### config.mk
export PLATFORM = sky130hd
export DESIGN_NAME = mem_port_arb
export DESIGN_NICKNAME = d
export VERILOG_FILES = /design/src/rtl/mem_arb_pkg.sv /design/src/rtl/mem_rsp_fifo.sv /design/src/rtl/mem_port_arb.sv
export SDC_FILE = /design/constraint.sdc
export NUM_CORES = 1
export LEC_CHECK = 0
export BUFFER_PORTS_ARGS = -buffer_cell sky130_fd_sc_hd__buf_2
export CORE_MARGIN = 2
export CORE_UTILIZATION = 42
export CTS_CLUSTER_SIZE = 24
export DETAILED_ROUTE_END_ITERATION = 7
export PLACE_DENSITY = 0.76
export SLEW_MARGIN = 15
export SYNTH_ARGS = -nofsm -noshare
export SYNTH_HDL_FRONTEND = slang
export SYNTH_SLANG_ARGS = --single-unit
export TNS_END_PERCENT = 50
### constraint.sdc
create_clock -name clk -period 4.4 [get_ports clk]
set_input_delay 0.22 -clock clk [delete_from_list [all_inputs] [get_ports clk]]
set_output_delay 0.22 -clock clk [all_outputs]
set_load 0.01 [all_outputs]
### src/rtl/mem_arb_pkg.sv
// Shared widths, grant encoding and SRAM request payload for the memory port arbiter.
package mem_arb_pkg;

  localparam int unsigned MEM_ADDR_W = 9;
  localparam int unsigned MEM_DATA_W = 64;
  localparam int unsigned RSP_DEPTH  = 2;
  localparam int unsigned STARVE_W   = 4;
  localparam int unsigned STARVE_MAX = 15;

  typedef enum logic [1:0] {
    GNT_NONE = 2'd0,
    GNT_WR   = 2'd1,
    GNT_RD   = 2'd2
  } grant_t;

  typedef struct packed {
    logic                  wen;
    logic                  ren;
    logic [MEM_ADDR_W-1:0] addr;
    logic [MEM_DATA_W-1:0] data;
  } mem_req_t;

endpackage

### src/rtl/mem_rsp_fifo.sv
// Small synchronous response FIFO; head is zero whenever the FIFO is empty.
module mem_rsp_fifo #(
  parameter int unsigned DEPTH = 2,
  parameter int unsigned WIDTH = 64
) (
  input  logic                         clk,
  input  logic                         rst_n,
  input  logic                         flush,
  input  logic                         push,
  input  logic [WIDTH-1:0]             push_data,
  input  logic                         pop,
  output logic [WIDTH-1:0]             head_data,
  output logic                         head_valid,
  output logic [$clog2(DEPTH+1)-1:0]   count
);

  localparam int unsigned PTR_W = (DEPTH > 1) ? $clog2(DEPTH) : 1;
  localparam int unsigned CNT_W = $clog2(DEPTH + 1);

  logic [WIDTH-1:0] mem_q [DEPTH];
  logic [PTR_W-1:0] wr_ptr_q, wr_ptr_d;
  logic [PTR_W-1:0] rd_ptr_q, rd_ptr_d;
  logic [CNT_W-1:0] cnt_q, cnt_d;
  logic             do_push, do_pop;

  function automatic logic [PTR_W-1:0] ptr_inc(input logic [PTR_W-1:0] p);
    return (p == PTR_W'(DEPTH - 1)) ? '0 : p + PTR_W'(1);
  endfunction

  // Next-state for pointers and occupancy; push into a full FIFO only alongside a pop.
  always_comb begin
    do_pop   = pop && (cnt_q != '0);
    do_push  = push && ((cnt_q != CNT_W'(DEPTH)) || do_pop);
    wr_ptr_d = do_push ? ptr_inc(wr_ptr_q) : wr_ptr_q;
    rd_ptr_d = do_pop ? ptr_inc(rd_ptr_q) : rd_ptr_q;
    cnt_d    = cnt_q + CNT_W'(do_push) - CNT_W'(do_pop);
  end

  // Control state; reset and flush both empty the FIFO.
  always_ff @(posedge clk) begin
    if (!rst_n || flush) begin
      wr_ptr_q <= '0;
      rd_ptr_q <= '0;
      cnt_q    <= '0;
    end else begin
      wr_ptr_q <= wr_ptr_d;
      rd_ptr_q <= rd_ptr_d;
      cnt_q    <= cnt_d;
    end
  end

  // Storage needs no reset; contents are masked by the occupancy count.
  always_ff @(posedge clk) begin
    if (do_push) mem_q[wr_ptr_q] <= push_data;
  end

  assign head_valid = (cnt_q != '0);
  assign head_data  = head_valid ? mem_q[rd_ptr_q] : '0;
  assign count      = cnt_q;

endmodule

### src/rtl/mem_port_arb.sv
// Arbitrates a write and a read request channel onto one single-port SRAM.
module mem_port_arb
  import mem_arb_pkg::*;
(
  input  logic                  clk,
  input  logic                  rst_n,
  input  logic                  clk_en,
  input  logic                  flush,
  input  logic                  arb_mode,
  input  logic [STARVE_W-1:0]   starve_limit,
  input  logic [MEM_ADDR_W-1:0] wr_addr,
  input  logic [MEM_DATA_W-1:0] wr_data,
  input  logic                  wr_valid,
  output logic                  wr_ready,
  input  logic [MEM_ADDR_W-1:0] rd_addr,
  input  logic                  rd_addr_valid,
  output logic                  rd_addr_ready,
  output logic [MEM_DATA_W-1:0] rd_data,
  output logic                  rd_data_valid,
  input  logic                  rd_data_ready,
  output logic [MEM_ADDR_W-1:0] addr_to_mem,
  output logic [MEM_DATA_W-1:0] data_to_mem,
  output logic                  wen_to_mem,
  output logic                  ren_to_mem,
  input  logic [MEM_DATA_W-1:0] data_from_mem
);

  localparam int unsigned CNT_W = $clog2(RSP_DEPTH + 1);
  localparam int unsigned OCC_W = CNT_W + 1;

  grant_t              gnt_c;
  grant_t              last_gnt_q, last_gnt_d;
  logic [STARVE_W-1:0] starve_q, starve_d;
  logic                inflight_q, inflight_d;
  logic [CNT_W-1:0]    fifo_cnt;
  logic                fifo_pop;
  logic                advance;
  logic                rd_elig;
  logic                forced_rd;
  mem_req_t            req_c;

  // Grant decision: reads need a free response slot counting the one in flight.
  always_comb begin
    gnt_c     = GNT_NONE;
    advance   = rst_n && clk_en && !flush;
    rd_elig   = rd_addr_valid &&
                ((OCC_W'(fifo_cnt) + OCC_W'(inflight_q)) < OCC_W'(RSP_DEPTH));
    forced_rd = (starve_limit != '0) && (starve_q >= starve_limit);
    if (advance) begin
      if (wr_valid && rd_elig) begin
        if (arb_mode) gnt_c = forced_rd ? GNT_RD : GNT_WR;
        else          gnt_c = (last_gnt_q == GNT_RD) ? GNT_WR : GNT_RD;
      end else if (wr_valid) begin
        gnt_c = GNT_WR;
      end else if (rd_elig) begin
        gnt_c = GNT_RD;
      end
    end
  end

  // Arbitration history and read-starvation bookkeeping.
  always_comb begin
    last_gnt_d = last_gnt_q;
    starve_d   = starve_q;
    inflight_d = (gnt_c == GNT_RD);
    if (gnt_c != GNT_NONE) last_gnt_d = gnt_c;
    if (gnt_c == GNT_RD) begin
      starve_d = '0;
    end else if ((gnt_c == GNT_WR) && rd_elig && (starve_q != STARVE_W'(STARVE_MAX))) begin
      starve_d = starve_q + STARVE_W'(1);
    end
  end

  // State registers; an in-flight capture completes even while clk_en is low.
  always_ff @(posedge clk) begin
    if (!rst_n || flush) begin
      last_gnt_q <= GNT_RD;
      starve_q   <= '0;
      inflight_q <= 1'b0;
    end else begin
      inflight_q <= inflight_d;
      if (clk_en) begin
        last_gnt_q <= last_gnt_d;
        starve_q   <= starve_d;
      end
    end
  end

  // SRAM drive for the granted requester; idle drives zeros.
  always_comb begin
    req_c = '0;
    case (gnt_c)
      GNT_WR: begin
        req_c.wen  = 1'b1;
        req_c.addr = wr_addr;
        req_c.data = wr_data;
      end
      GNT_RD: begin
        req_c.ren  = 1'b1;
        req_c.addr = rd_addr;
      end
      default: ;
    endcase
  end

  assign wr_ready      = (gnt_c == GNT_WR);
  assign rd_addr_ready = (gnt_c == GNT_RD);
  assign addr_to_mem   = req_c.addr;
  assign data_to_mem   = req_c.data;
  assign wen_to_mem    = req_c.wen;
  assign ren_to_mem    = req_c.ren;
  assign fifo_pop      = rd_data_valid && rd_data_ready && clk_en;

  mem_rsp_fifo #(
    .DEPTH (RSP_DEPTH),
    .WIDTH (MEM_DATA_W)
  ) u_rsp_fifo (
    .clk        (clk),
    .rst_n      (rst_n),
    .flush      (flush),
    .push       (inflight_q),
    .push_data  (data_from_mem),
    .pop        (fifo_pop),
    .head_data  (rd_data),
    .head_valid (rd_data_valid),
    .count      (fifo_cnt)
  );

endmodule

==> summary.md <==
| Metric | Value |
|---|---|
| Clock transition at the register clock pins on the worst setup and hold paths after CTS | 0.06 ns |
| Total power | 3.13 mW |
| Worst Setup Slack, final | 0.866 ns |
| Post-Layout Cell Count | 1013 |
| Final count of hold timing violations | 0 |
| Num CTS Buffers | 17 |
| Die area | 0.0158 mm2 |
| FILL cells | 1128 |
| Post-Route Utilization | 63.2% |
| Max-capacitance violation count | 0 |
| Least-Margin Pin Slew | 0.777 ns |
| Placer Congestion | 0.950 |
| Total of flip-flops plus latches after synthesis | 140 |
| Number of max-slew violations in the final report | 0 |
| Placed cell areas | 0.00790 mm2 |
| DRC errors left | 0 |
| Final critical-path required period | 3.53 ns |
| Row Count | 44 |
| Ordered cell list for the critical path | ha_1, and2_1, a2111oi_4, a21o_4, o2111a_1, ha_2, nor2b_1, a22o_1, buf_2 |
| Data arrival time of the worst path | 3.31 ns |
| Die span in y | 126 um |
| Dominant register cell in the synthesized netlist | sky130_fd_sc_hd__edfxtp_1 |
| Number of endpoints failing setup at the final stage | 0 |
| Ratio of cells with drive above 1 in the final layout | 42.3% |
| Commonest cells after routing, fill and taps aside | sky130_fd_sc_hd__buf_2 (299), sky130_fd_sc_hd__edfxtp_1 (128), sky130_fd_sc_hd__nor2_1 (73) |
| Met3 layer usage reported by global route | 5.43% |
| Most frequent standard cell in the layout excluding fill and tap cells | sky130_fd_sc_hd__buf_2 |
| Share of the synthesized netlist area taken by xor and xnor gates | 0.564% |
| Iteration count of the initial detailed-routing pass | 4 |
| Unrepaired setup endpoints after global routing | false |
| Layout Area Growth over Synthesis | 47.5% |
| IO Port Bufs | 299 |
| Required time of the worst setup path | 4.18 ns |
| Met2 track demand over resource | 41.4% |
| Global-route wire length before repair | 27600 um |
| Met1 usage | 26.9% |
| Worst hold margin | 0.251 ns |
| Highest ir drop seen on vdd | 207 uV |
| Die span in x | 126 um |
| Post-synth design cell area | 0.00621 mm2 |
| Number of synthesized flops with an enable pin | 128 |
| Number of library cell types mapped by synthesis | 45 |
| Setup TNS after final layout | 0 ns |
| Syn Nets | 621 |
| Count of instances resized after the clock tree is built | 0 |
| DRC marker count from the first detailed-route iteration | 306 |
| Gr ovfl total | 0 |
| F_max | 283 MHz |
| Proportion of register bits with asynchronous set or reset after synthesis | 0% |
| Largest incremental delay on the critical path | 0.52 ns |
| Origin of the worst min-delay path | clk_en |
| Routed wire length | 18400 um |
| Crit start category | flip-flop |
| Dominant combinational cell family by area after synthesis | simple AND/OR/NAND/NOR gates |
| Crit. Startpoint | starve_q[3] |
| Clock buffer depth | 2 |
| Remaining antenna violation count | 0 |
| Net count reported at finish | 983 |
| Via count of the first global-routing pass | 5240 |
| Sequential share of power | 46.6% |
| Post-synthesis mux area share | 10.3% |
| Post-synthesis average cell area | 13.7 um2 |
| Antenna violations before repair | 2 |
| Synth Area in Compound Gates | 4.78% |
| Maximum fanout count along the critical path | 8 |
| Floorplan Core Area | 0.0145 mm2 |
| Category of the critical setup timing path | reg -> out |
| Post-placement setup slack | 1.14 ns |
| Worst slew margin relative to its limit | 48.2% |
| Adder-Cell Fraction of Synth Area | 2.01% |
| Slowest stage cell on the critical path | sky130_fd_sc_hd__nor2b_1 |
| I/O Pins | 300 |
| Clk_lat worst skew | 0.42 ns |
| Initial core utilization | 42.9% |
| Htree depth | 4 |
| Standby leakage power | 3.95 nW |
| Final instance area | 0.00916 mm2 |
| TritonCTS clock tree | built |
| Largest net degree at the start of global routing | 70 |
| Ys Warns | 0 |
| Clock sinks | 140 |
| Routed wirelength normalized by instance count | 18.1 um |
| Power per Cell Area | 342 mW/mm2 |
| Post-synthesis instance total | 453 |
| Detailed-route vias per instance | 4.98 |
| Simple-gate share of the synthesized area | 14.1% |
| Overall via count from detail_route | 5040 |
| Total routing usage reported by global routing | 22.9% |
| Cell total after placement | 916 |
| Post-DP HPWL | 12900 um |
| Switching part of the total power | 21.0% |
| Sequential-to-total area share from yosys stat | 65.8% |
| Min-Delay Path Class | in -> reg |
| Busiest grt layer | met2 |
| Final cycle utilization of the critical path | 80.3% |
| Launch instance of the worst register-to-register path | starve_q[3] |
| Switching power summed over all nets | 0.658 mW |
| Cell internal power dissipation | 2.47 mW |
| Post-CTS setup buffer count | 0 |
| Portion of total power attributed to the clock network | 46.9% |
| Worst Skew | 0.0104 ns |
| Combinational group share of total power | 6.5% |
| Nature of the critical path endpoint | primary output |
| Clock root buffer | sky130_fd_sc_hd__clkbuf_16 |
| Result of the run | complete, no violations |
## area by class of cell
class / count / area, um2 / area share, %
well taps: 184 / 230 / 2.51
clock inverters: 15 / 186 / 2.04
repair buffers: 369 / 2190 / 24.0
flip-flops and latches: 140 / 4090 / 44.6
inverters: 11 / 41.3 / 0.451
clock buffers: 17 / 425 / 4.65
multi-input cells: 276 / 1990 / 21.7
diodes: 1 / 2.50 / 0.0273
## path summary, 6_finish.rpt
| check | cells past startpoint | end | slack (ns) |
|---|---|---|---|
| max | 9 | addr_to_mem[0] | 0.87 |
| min | 3 | inflight_q | 0.25 |
| max reg2reg | 10 | starve_q[2] | 1.10 |
| min reg2reg | 2 | last_gnt_q[1] | 0.49 |
## synth_stat cells (all sizes together), types with 2 or more instances
master	n	area, um2
a2111oi	3	63.8
a21oi	5	25.0
a22o	8	70.1
and2	67	419
buf	14	68.8
clkbuf	12	45.0
dfxtp	12	240
edfxtp	128	3840
ha	10	125
inv	11	41.3
mux2i	64	641
nand2	7	28.8
nand2b	3	18.8
nand4	2	27.5
nor2	74	278
nor2b	3	26.3
o2111ai	2	23.8
o21ai	2	10.0
o31ai	3	22.5
or3	2	12.5
or4	2	15.0
xnor2	3	26.3
## kinds of logic after synthesis
logic type / count (synthesis)
buffers and inverters: 37
AO/OA/AOI/OAI: 31
flip-flops: 140
AND/OR/NAND/NOR: 167
adder cells (fa/ha/maj): 10
XOR/XNOR: 4
multiplexers: 64
## power by group through the flow
stage          clock network [mW]  registers (mW)  logic [mW]
2_1_floorplan                   0            1.49      0.0482
3_3_place_gp                    0            1.49       0.148
3_5_place_dp                    0            1.49       0.154
4_1_cts                      1.49            1.46       0.200
5_1_grt                      1.56            1.46       0.217
6_report                     1.47            1.46       0.203
## metal layers
metal,vias to the layer above,wire (um)
li1,2349,-
met1,2445,7380
met2,221,9570
met3,25,1140
met4,0,301
met5,-,0
## critical path: cells and delay by family (launching register included)
| family | cells | cell delay [ns] |
|---|---|---|
| compound gates | 4 | 1.08 |
| simple gates | 2 | 0.69 |
| fa+ha+maj | 2 | 0.58 |
| flops | 1 | 0.40 |
| buf+inv | 1 | 0.14 |
## what timing repair did
item	CTS	global route
hold endpoints to repair	126	2
hold buffers	63	1
setup endpoints to repair	0	0
## sequential cells by signal, indices dropped and copies added, names as in the netlist, named ones only
name	count
u_rsp_fifo.mem_q	128
starve_q	4
last_gnt_q	2
u_rsp_fifo.count	2
inflight_q	1
u_rsp_fifo.rd_ptr_q	1
u_rsp_fifo.wr_ptr_q	1
Power figures use the tool's default switching activity.
